`src/rtl/instruction_loader_rom_pkg.sv`:
```
// Shared types and constants for the instruction loader ROM.
package loader_pkg;

   typedef logic [7:0] byte_t;

   typedef enum logic [1:0] {
      IDLE = 2'd0,
      LOAD = 2'd1,
      RUN  = 2'd2
   } state_t;

   localparam byte_t NOP_INSTR_DEFAULT = 8'h00;

endpackage

```
`src/rtl/instruction_loader_rom_if.sv`:
```
// Program-byte load port: valid/ready handshake with a last-byte qualifier.
interface instruction_loader_rom_if;
   import loader_pkg::*;

   logic  load_valid;
   byte_t load_data;
   logic  load_last;
   logic  load_ready;

   modport master (output load_valid, load_data, load_last, input load_ready);
   modport slave  (input load_valid, load_data, load_last, output load_ready);

endinterface

```
`src/rtl/instruction_loader_rom_instr_ram.sv`:
```
// Single-port instruction RAM, synchronous write and synchronous read.
module instr_ram
   import loader_pkg::*;
#(
   parameter int ADDR_WIDTH = 8
) (
   input  logic                  clock,
   input  logic                  we,
   input  logic [ADDR_WIDTH-1:0] addr,
   input  byte_t                 wdata,
   output byte_t                 rdata
);

   localparam int DEPTH = 1 << ADDR_WIDTH;

   byte_t mem [DEPTH];

   always_ff @(posedge clock) begin
      if (we) begin
         mem[addr] <= wdata;
      end
      rdata <= mem[addr];
   end

endmodule

```
`src/rtl/instruction_loader_rom.sv`:
```
// Loads a program byte stream into instruction RAM, then serves fetches in RUN.
// Optional LOADER_CHECKSUM_EN adds a modulo-256 checksum of accepted bytes.
//
//   state | meaning
//   IDLE  | after clear; next edge enters LOAD with pointer/length cleared
//   LOAD  | accepting program bytes until load_last or run_request
//   RUN   | serving instruction fetches; left only through clear
module instruction_loader_rom
   import loader_pkg::*;
#(
   parameter int    ADDR_WIDTH = 8,
   parameter byte_t NOP_INSTR  = NOP_INSTR_DEFAULT
) (
   input  logic                  clock,
   input  logic                  clear,
   instruction_loader_rom_if.slave load,
   input  logic                  run_request,
   input  logic [ADDR_WIDTH-1:0] read_address,
   output byte_t                 instruction,
   output logic                  running,
   output logic [ADDR_WIDTH:0]   program_length,
   output logic                  overflow
`ifdef LOADER_CHECKSUM_EN
   ,
   output byte_t                 checksum,
   output logic                  checksum_valid
`endif
);

   localparam logic [ADDR_WIDTH:0] LAST_SLOT = {1'b0, {ADDR_WIDTH{1'b1}}};

   state_t                state;
   logic [ADDR_WIDTH:0]   wr_ptr;
   logic                  ready_q;
   logic                  fetch_hit;
   logic                  full;
   logic                  accept;
   logic                  in_range;
   logic [ADDR_WIDTH-1:0] ram_addr;
   byte_t                 ram_rdata;

   assign full     = wr_ptr[ADDR_WIDTH];
   assign accept   = (state == LOAD) && load.load_valid && ready_q;
   assign in_range = {1'b0, read_address} < wr_ptr;
   // The single RAM port is shared: write pointer while loading, fetch address in RUN.
   assign ram_addr = (state == RUN) ? read_address : wr_ptr[ADDR_WIDTH-1:0];

   instr_ram #(.ADDR_WIDTH(ADDR_WIDTH)) u_ram (
      .clock (clock),
      .we    (accept),
      .addr  (ram_addr),
      .wdata (load.load_data),
      .rdata (ram_rdata)
   );

   always_ff @(posedge clock) begin
      if (clear) begin
         state     <= IDLE;
         wr_ptr    <= '0;
         ready_q   <= 1'b0;
         running   <= 1'b0;
         overflow  <= 1'b0;
         fetch_hit <= 1'b0;
      end else begin
         case (state)
            IDLE: begin
               state     <= LOAD;
               wr_ptr    <= '0;
               ready_q   <= 1'b1;
               fetch_hit <= 1'b0;
            end
            LOAD: begin
               fetch_hit <= 1'b0;
               if (accept) begin
                  wr_ptr <= wr_ptr + 1'b1;
               end
               if (load.load_valid && full) begin
                  overflow <= 1'b1;
               end
               if ((load.load_valid && load.load_last) || run_request) begin
                  state   <= RUN;
                  ready_q <= 1'b0;
                  running <= 1'b1;
               end else if (accept && (wr_ptr == LAST_SLOT)) begin
                  ready_q <= 1'b0;
               end
            end
            RUN: begin
               fetch_hit <= in_range;
            end
            default: begin
               state <= IDLE;
            end
         endcase
      end
   end

   // The RAM output is already registered; fetch_hit masks it to NOP out of range or outside RUN.
   assign instruction    = fetch_hit ? ram_rdata : NOP_INSTR;
   assign program_length = wr_ptr;
   assign load.load_ready = ready_q;

`ifdef LOADER_CHECKSUM_EN
   always_ff @(posedge clock) begin
      if (clear || (state == IDLE)) begin
         checksum <= '0;
      end else if (accept) begin
         checksum <= checksum + load.load_data;
      end
   end

   assign checksum_valid = running;
`endif

endmodule
```
`src/flat_wrapper.sv`:
```
// flat-port wrapper written by rule: the top's interface ports become plain ports
module instruction_loader_rom_flat import loader_pkg::*;
#(
   parameter int    ADDR_WIDTH = 8,
   parameter byte_t NOP_INSTR  = NOP_INSTR_DEFAULT
)
  (clock, clear, run_request, read_address, instruction, running, program_length, overflow, load_load_valid, load_load_data, load_load_last, load_load_ready);
  instruction_loader_rom_if load_i ();
  input  logic clock;
  input  logic clear;
  input  logic run_request;
  input  logic [ADDR_WIDTH-1:0] read_address;
  output byte_t instruction;
  output logic running;
  output logic [ADDR_WIDTH:0] program_length;
  output logic overflow;
  input wire logic [$bits(load_i.load_valid)-1:0] load_load_valid;
  input wire logic [$bits(load_i.load_data)-1:0] load_load_data;
  input wire logic [$bits(load_i.load_last)-1:0] load_load_last;
  output wire logic [$bits(load_i.load_ready)-1:0] load_load_ready;
  assign load_i.load_valid = load_load_valid;
  assign load_i.load_data = load_load_data;
  assign load_i.load_last = load_load_last;
  assign load_load_ready = load_i.load_ready;
  instruction_loader_rom #(.ADDR_WIDTH(ADDR_WIDTH), .NOP_INSTR(NOP_INSTR)) u_core (.clock(clock), .clear(clear), .load(load_i), .run_request(run_request), .read_address(read_address), .instruction(instruction), .running(running), .program_length(program_length), .overflow(overflow));
endmodule
```
`config.mk`:
```
export PLATFORM = sky130hd
export DESIGN_NAME = instruction_loader_rom_flat
export DESIGN_NICKNAME = d
export VERILOG_FILES = /design/src/rtl/instruction_loader_rom_pkg.sv /design/src/rtl/instruction_loader_rom_if.sv /design/src/rtl/instruction_loader_rom_instr_ram.sv /design/src/rtl/instruction_loader_rom.sv /design/src/flat_wrapper.sv
export SDC_FILE = /design/constraint.sdc
export NUM_CORES = 2
export LEC_CHECK = 0
export ABC_AREA = 1
export CORE_AREA = 3 3 471 473
export DETAILED_ROUTE_END_ITERATION = 8
export DIE_AREA = 0 0 474 476
export DONT_BUFFER_PORTS = 1
export PLACE_DENSITY = 0.64
export SYNTH_ARGS = -nofsm -noshare
export SYNTH_HDL_FRONTEND = slang
export SYNTH_SLANG_ARGS = --single-unit
```
`constraint.sdc`:
```
create_clock -name clock -period 2.43 [get_ports clock]
set_input_delay 0.486 -clock clock [delete_from_list [all_inputs] [get_ports clock]]
set_output_delay 0.486 -clock clock [all_outputs]
set_load 0.05 [all_outputs]
```
==> summary.txt <==
==================================================================================================
Critical Path, Cell by Cell                                                           inv_4 > nand2_8 > nand2_8 > nand2_8 > clkbuf_16 > buf_16 > buf_4 > nand2_1 > nand2_1 > nand2_1 > nand2_1 > nand2_1 > nand2_1 > o21ai_1 > nand2_1 > nor2_2 > nor2_1 > nor2_4 > nand2_1
Final number of setup-violating endpoints                                                     2056
Sum of negative setup slack                                                             -311790 ps
Global-route wire length before repair                                                      392 mm
Crit path max-delay cell type                                                              dfxtp_2
Transition at the pin with the smallest max-transition slack                               1020 ps
Initial Utilization                                                                          0.401
Clock transition time at the flip-flop clock pins of the worst setup and hold paths          70 ps
Maximum buffer depth of the clock tree                                                           3
Synth unique cells                                                                              30
Biggest cell delay along the critical path                                                  340 ps
FP Rows                                                                                        171
Total of max-cap violations                                                                      0
Synthesized flop and latch total                                                              2071
Count of yosys warnings during synthesis                                                         0
Hold Worst Slack                                                                           -190 ps
Kind of end point of the critical path                                                   flip-flop
Most prevalent standard cell on the critical path                                          nand2_1
Root buf cell                                                                            clkbuf_16
Run status                                                                            complete, but fails checks
Count of buffers from port buffering                                                             0
Routed via count divided by cell count                                                        5.25
Maximum achievable frequency                                                             0.352 GHz
Net Sw Frac                                                                                  0.246
GRT overflow                                                                                     0
DP HPWL                                                                                     143 mm
Worst setup slack after placement                                                         -1130 ps
Top cells by area in the synthesized netlist                                          edfxtp_1 71%, nand2_1 22%, nand3_1 2.1%
Skew-Pair Late Insertion Delay                                                              850 ps
Mux contribution to synthesized area                                                             0
Peak supply drop                                                                        0.000709 V
Pre-antenna DRT Iters                                                                            6
Share of flip-flops with an asynchronous set or reset                                            0
Height of the die                                                                           476 um
Fillers                                                                                      18700
Part of the power in the clock network                                                       0.383
Type of the worst setup path                                                            reg -> reg
Maximum fanout encountered on the critical timing path                                           7
Combinational family with the most area after synthesis                               simple AND/OR/NAND/NOR gates
Vias                                                                                         63600
Worst-case setup margin in the final layout                                                -409 ps
Routability-driven placement congestion ratio                                                0.865
Adder-Cell Fraction of Synth Area                                                          0.00129
Syn Inst Count                                                                                8496
Violated checks                                                                       negative hold slack, negative setup slack
Buffers plus inverters on the worst setup path                                                   4
Cell Count Post-Placement                                                                    11600
Die width                                                                                   474 um
Most used flip-flop cell after synthesis                                                  edfxtp_1
Post-route design area                                                                109000 sq um
Utilization of the core after routing                                                        0.502
Multi-input gate area in the final layout                                              25300 sq um
Number of hold violations in the final report                                                   17
Parity-gate share of the synthesized area counting xor and xnor cells                            0
DRT Wirelength                                                                              271 mm
Global-route met3 utilization                                                               0.0359
Startpoint of the worst-slack reg-to-reg timing path                                  u_core.state[0]$_SDFFE_PP0P_
Data arrival, critical path                                                                3550 ps
Top-area cell type share of the netlist area                                                 0.705
H-tree Lvls                                                                                      4
Cell taking the most area after synthesis                                                 edfxtp_1
P&R area growth vs syn                                                                       25.0%
Final worst path period need                                                               2840 ps
Synthesized-area fraction occupied by ao, oa, aoi and oai cells                            0.00998
Startpoint type of the worst setup path                                                  flip-flop
Final Net Count                                                                               9136
Cell-internal power                                                                        59.6 mW
Setup Skew                                                                                 31.4 ps
M1 GR Usage                                                                                  0.305
Number of design-rule violations left by the first detailed-router iteration                  7211
Remaining antenna violation count                                                                0
Period utilization                                                                            1.17
CORE AREA                                                                             217000 sq um
Inserted Clock Buffers                                                                         203
Final Instance Count excl. Fillers                                                           12100
Unrepaired setup endpoints after global routing                                               true
Class of the tightest hold or removal check                                              in -> reg
Simple logic cell fraction of the synthesized area                                           0.253
Number of flops mapped to enable cells by yosys                                               2048
Drc violations                                                                                   0
Origin of the worst setup path                                                        u_core.state[0]$_SDFFE_PP0P_
Mean routed wirelength per cell                                                            22.4 um
Rel. slew slack                                                                              0.320
Sequential group share of total power                                                        0.498
Gate power share                                                                             0.119
Required time at the endpoint of the critical path                                         3150 ps
Share of post-route cells with drive strength above 1                                        0.172
Cell Area, Placed                                                                      96500 sq um
Routing usage on met2                                                                        0.383
CTS tree                                                                                       yes
Global-route layer with the greatest usage                                                    met2
Kind of cell with the highest combined delay on the critical path                     simple AND/OR/NAND/NOR gates
Largest net degree at the start of global routing                                              257
Beginning of the worst hold path                                                      load_load_data[5]
Leak Pwr                                                                                   44.0 nW
Mean cell area of the mapped netlist                                                    10.3 sq um
Antenna violations before repair                                                                 6
Power density cells                                                                    726 nW/um^2
Cell area after technology mapping                                                     87200 sq um
All-Layer GR Usage                                                                           0.232
Switching power summed over all nets                                                       19.5 mW
Number of global-route vias before repair                                                    61400
Sequential Area                                                                        62000 sq um
Number of I/O pins                                                                              41
Sequential share of the synthesized area                                                     0.710
Total count of max-transition violations in the final report                                     0
Clock net sink count                                                                          2071
Syn Nets                                                                                      8526
Total Die Area                                                                        226000 sq um
==================================================================================================
==> state kept, by name, summed over array words and instances, names as in the netlist <==
register / cells
u_core.u_ram.mem: 2048
u_core.program_length: 9
u_core.u_ram.rdata: 8
u_core.state: 2
u_core.fetch_hit: 1
u_core.load.load_ready: 1
u_core.overflow: 1
u_core.running: 1
==> cell families (layout without fill, tap and decap cells) <==
logic type,after synthesis,after routing
other,0,2
and+or+nand+nor,5742,5742
DFF,2071,2071
adders and majority gates,9,9
buffers and inverters,508,1277
AOI/OAI and AO/OA,166,166
==> area by class of cell <==
class / instances / share of cell area
Tap cell: 2854 / 0.0327
Multi-Input combinational cell: 5917 / 0.232
Clock inverter: 107 / 0.00889
Clock buffer: 257 / 0.0488
Antenna cell: 2 / 0.0000459
Inverter: 42 / 0.00200
Sequential cell: 2071 / 0.568
Timing Repair Buffer: 871 / 0.107
==> power groups by stage <==
stage                     Combinational, mW  Sequential, mW  Clock (mW)
after CTS                              8.67            39.4        30.7
after detailed placement               6.80            40.1           0
after floorplan                        3.98            40.1           0
final                                  9.42            39.4        30.3
after global routing                   10.1            39.3        32.2
after global placement                 6.79            40.1           0
==> routing by layer <==
metal	routed length (um)	vias to the layer above
met1	106000	30900
li1	-	29200
met2	129000	2915
met3	23300	548
met4	12400	6
met5	39	-
==> synthesized netlist by cell type, types with 6 or more instances <==
library cell,count
ha_1,9
buf_1,52
o21ai_0,12
a21oi_1,16
buf_4,6
nand2_1,5009
edfxtp_1,2048
nand3_1,364
inv_2,9
inv_1,33
buf_2,209
nor2_2,9
clkbuf_1,195
dfxtp_1,23
nor2_1,349
o21ai_1,123
==> final timing paths <==
path | to | slack (ps) | cells past startpoint
hold reg to reg | u_core.program_length[4]$_SDFFE_PP0P_ | 570 | 2
setup / recovery | u_core.u_ram.rdata[0]$_DFF_P_ | -410 | 19
setup reg to reg | u_core.u_ram.rdata[0]$_DFF_P_ | -410 | 19
hold / removal | u_core.u_ram.mem[37][5]$_DFFE_PP_ | -190 | 0
==> per-stage QoR <==
| stage | power (mW) | hold slack [ps] |
|---|---|---|
| global placement | 46.9 | 545 |
| CTS | 78.7 | -249 |
| detailed placement | 46.9 | 549 |
| global route | 81.6 | -239 |
| finish | 79.1 | -190 |
| floorplan | 44.1 | 522 |
==> layout by cell type, fill, tap and decap left out, types with 4 or more instances in the layout <==
master         Yosys  final
nand2_1         5009   4899
edfxtp_1        2048   2048
buf_4              6    441
nand3_1          364    362
clkbuf_16          0    224
buf_12             0    172
nor2_1           349    124
nor2_4             0    123
buf_6              2    121
nor2_2             9    111
nand2_2            1     75
o21ai_2            4     58
buf_16             0     56
o21ai_1          123     55
clkbuf_1         195     52
clkinv_1           0     42
bufbuf_16          0     37
clkinv_2           0     33
inv_1             33     22
nand2_4            1     21
o21ai_4            0     20
buf_8              0     18
nand2_8            0     16
a21oi_1           16     16
bufinv_16          0     13
dfxtp_1           23     13
clkinvlp_4         0     11
ha_1               9      9
dlygate4sd3_1      0      7
dfxtp_2            0      7
inv_2              9      6
o21ai_0           12      6
clkinv_4           0      6
clkinv_8           0      5
inv_4              0      4
inv_16             0      4
a211oi_1           4      4
o211ai_1           4      4
==> timing repair <==
item	CTS	global route
setup buffers	81	21
hold buffers	13	8
pin swaps	81	60
endpoints found under the hold margin	1542	753
cloned	58	20
resized for setup	459	220
endpoints found under the setup margin	2064	2056
Note: power is estimated with default switching activity, not from simulation.
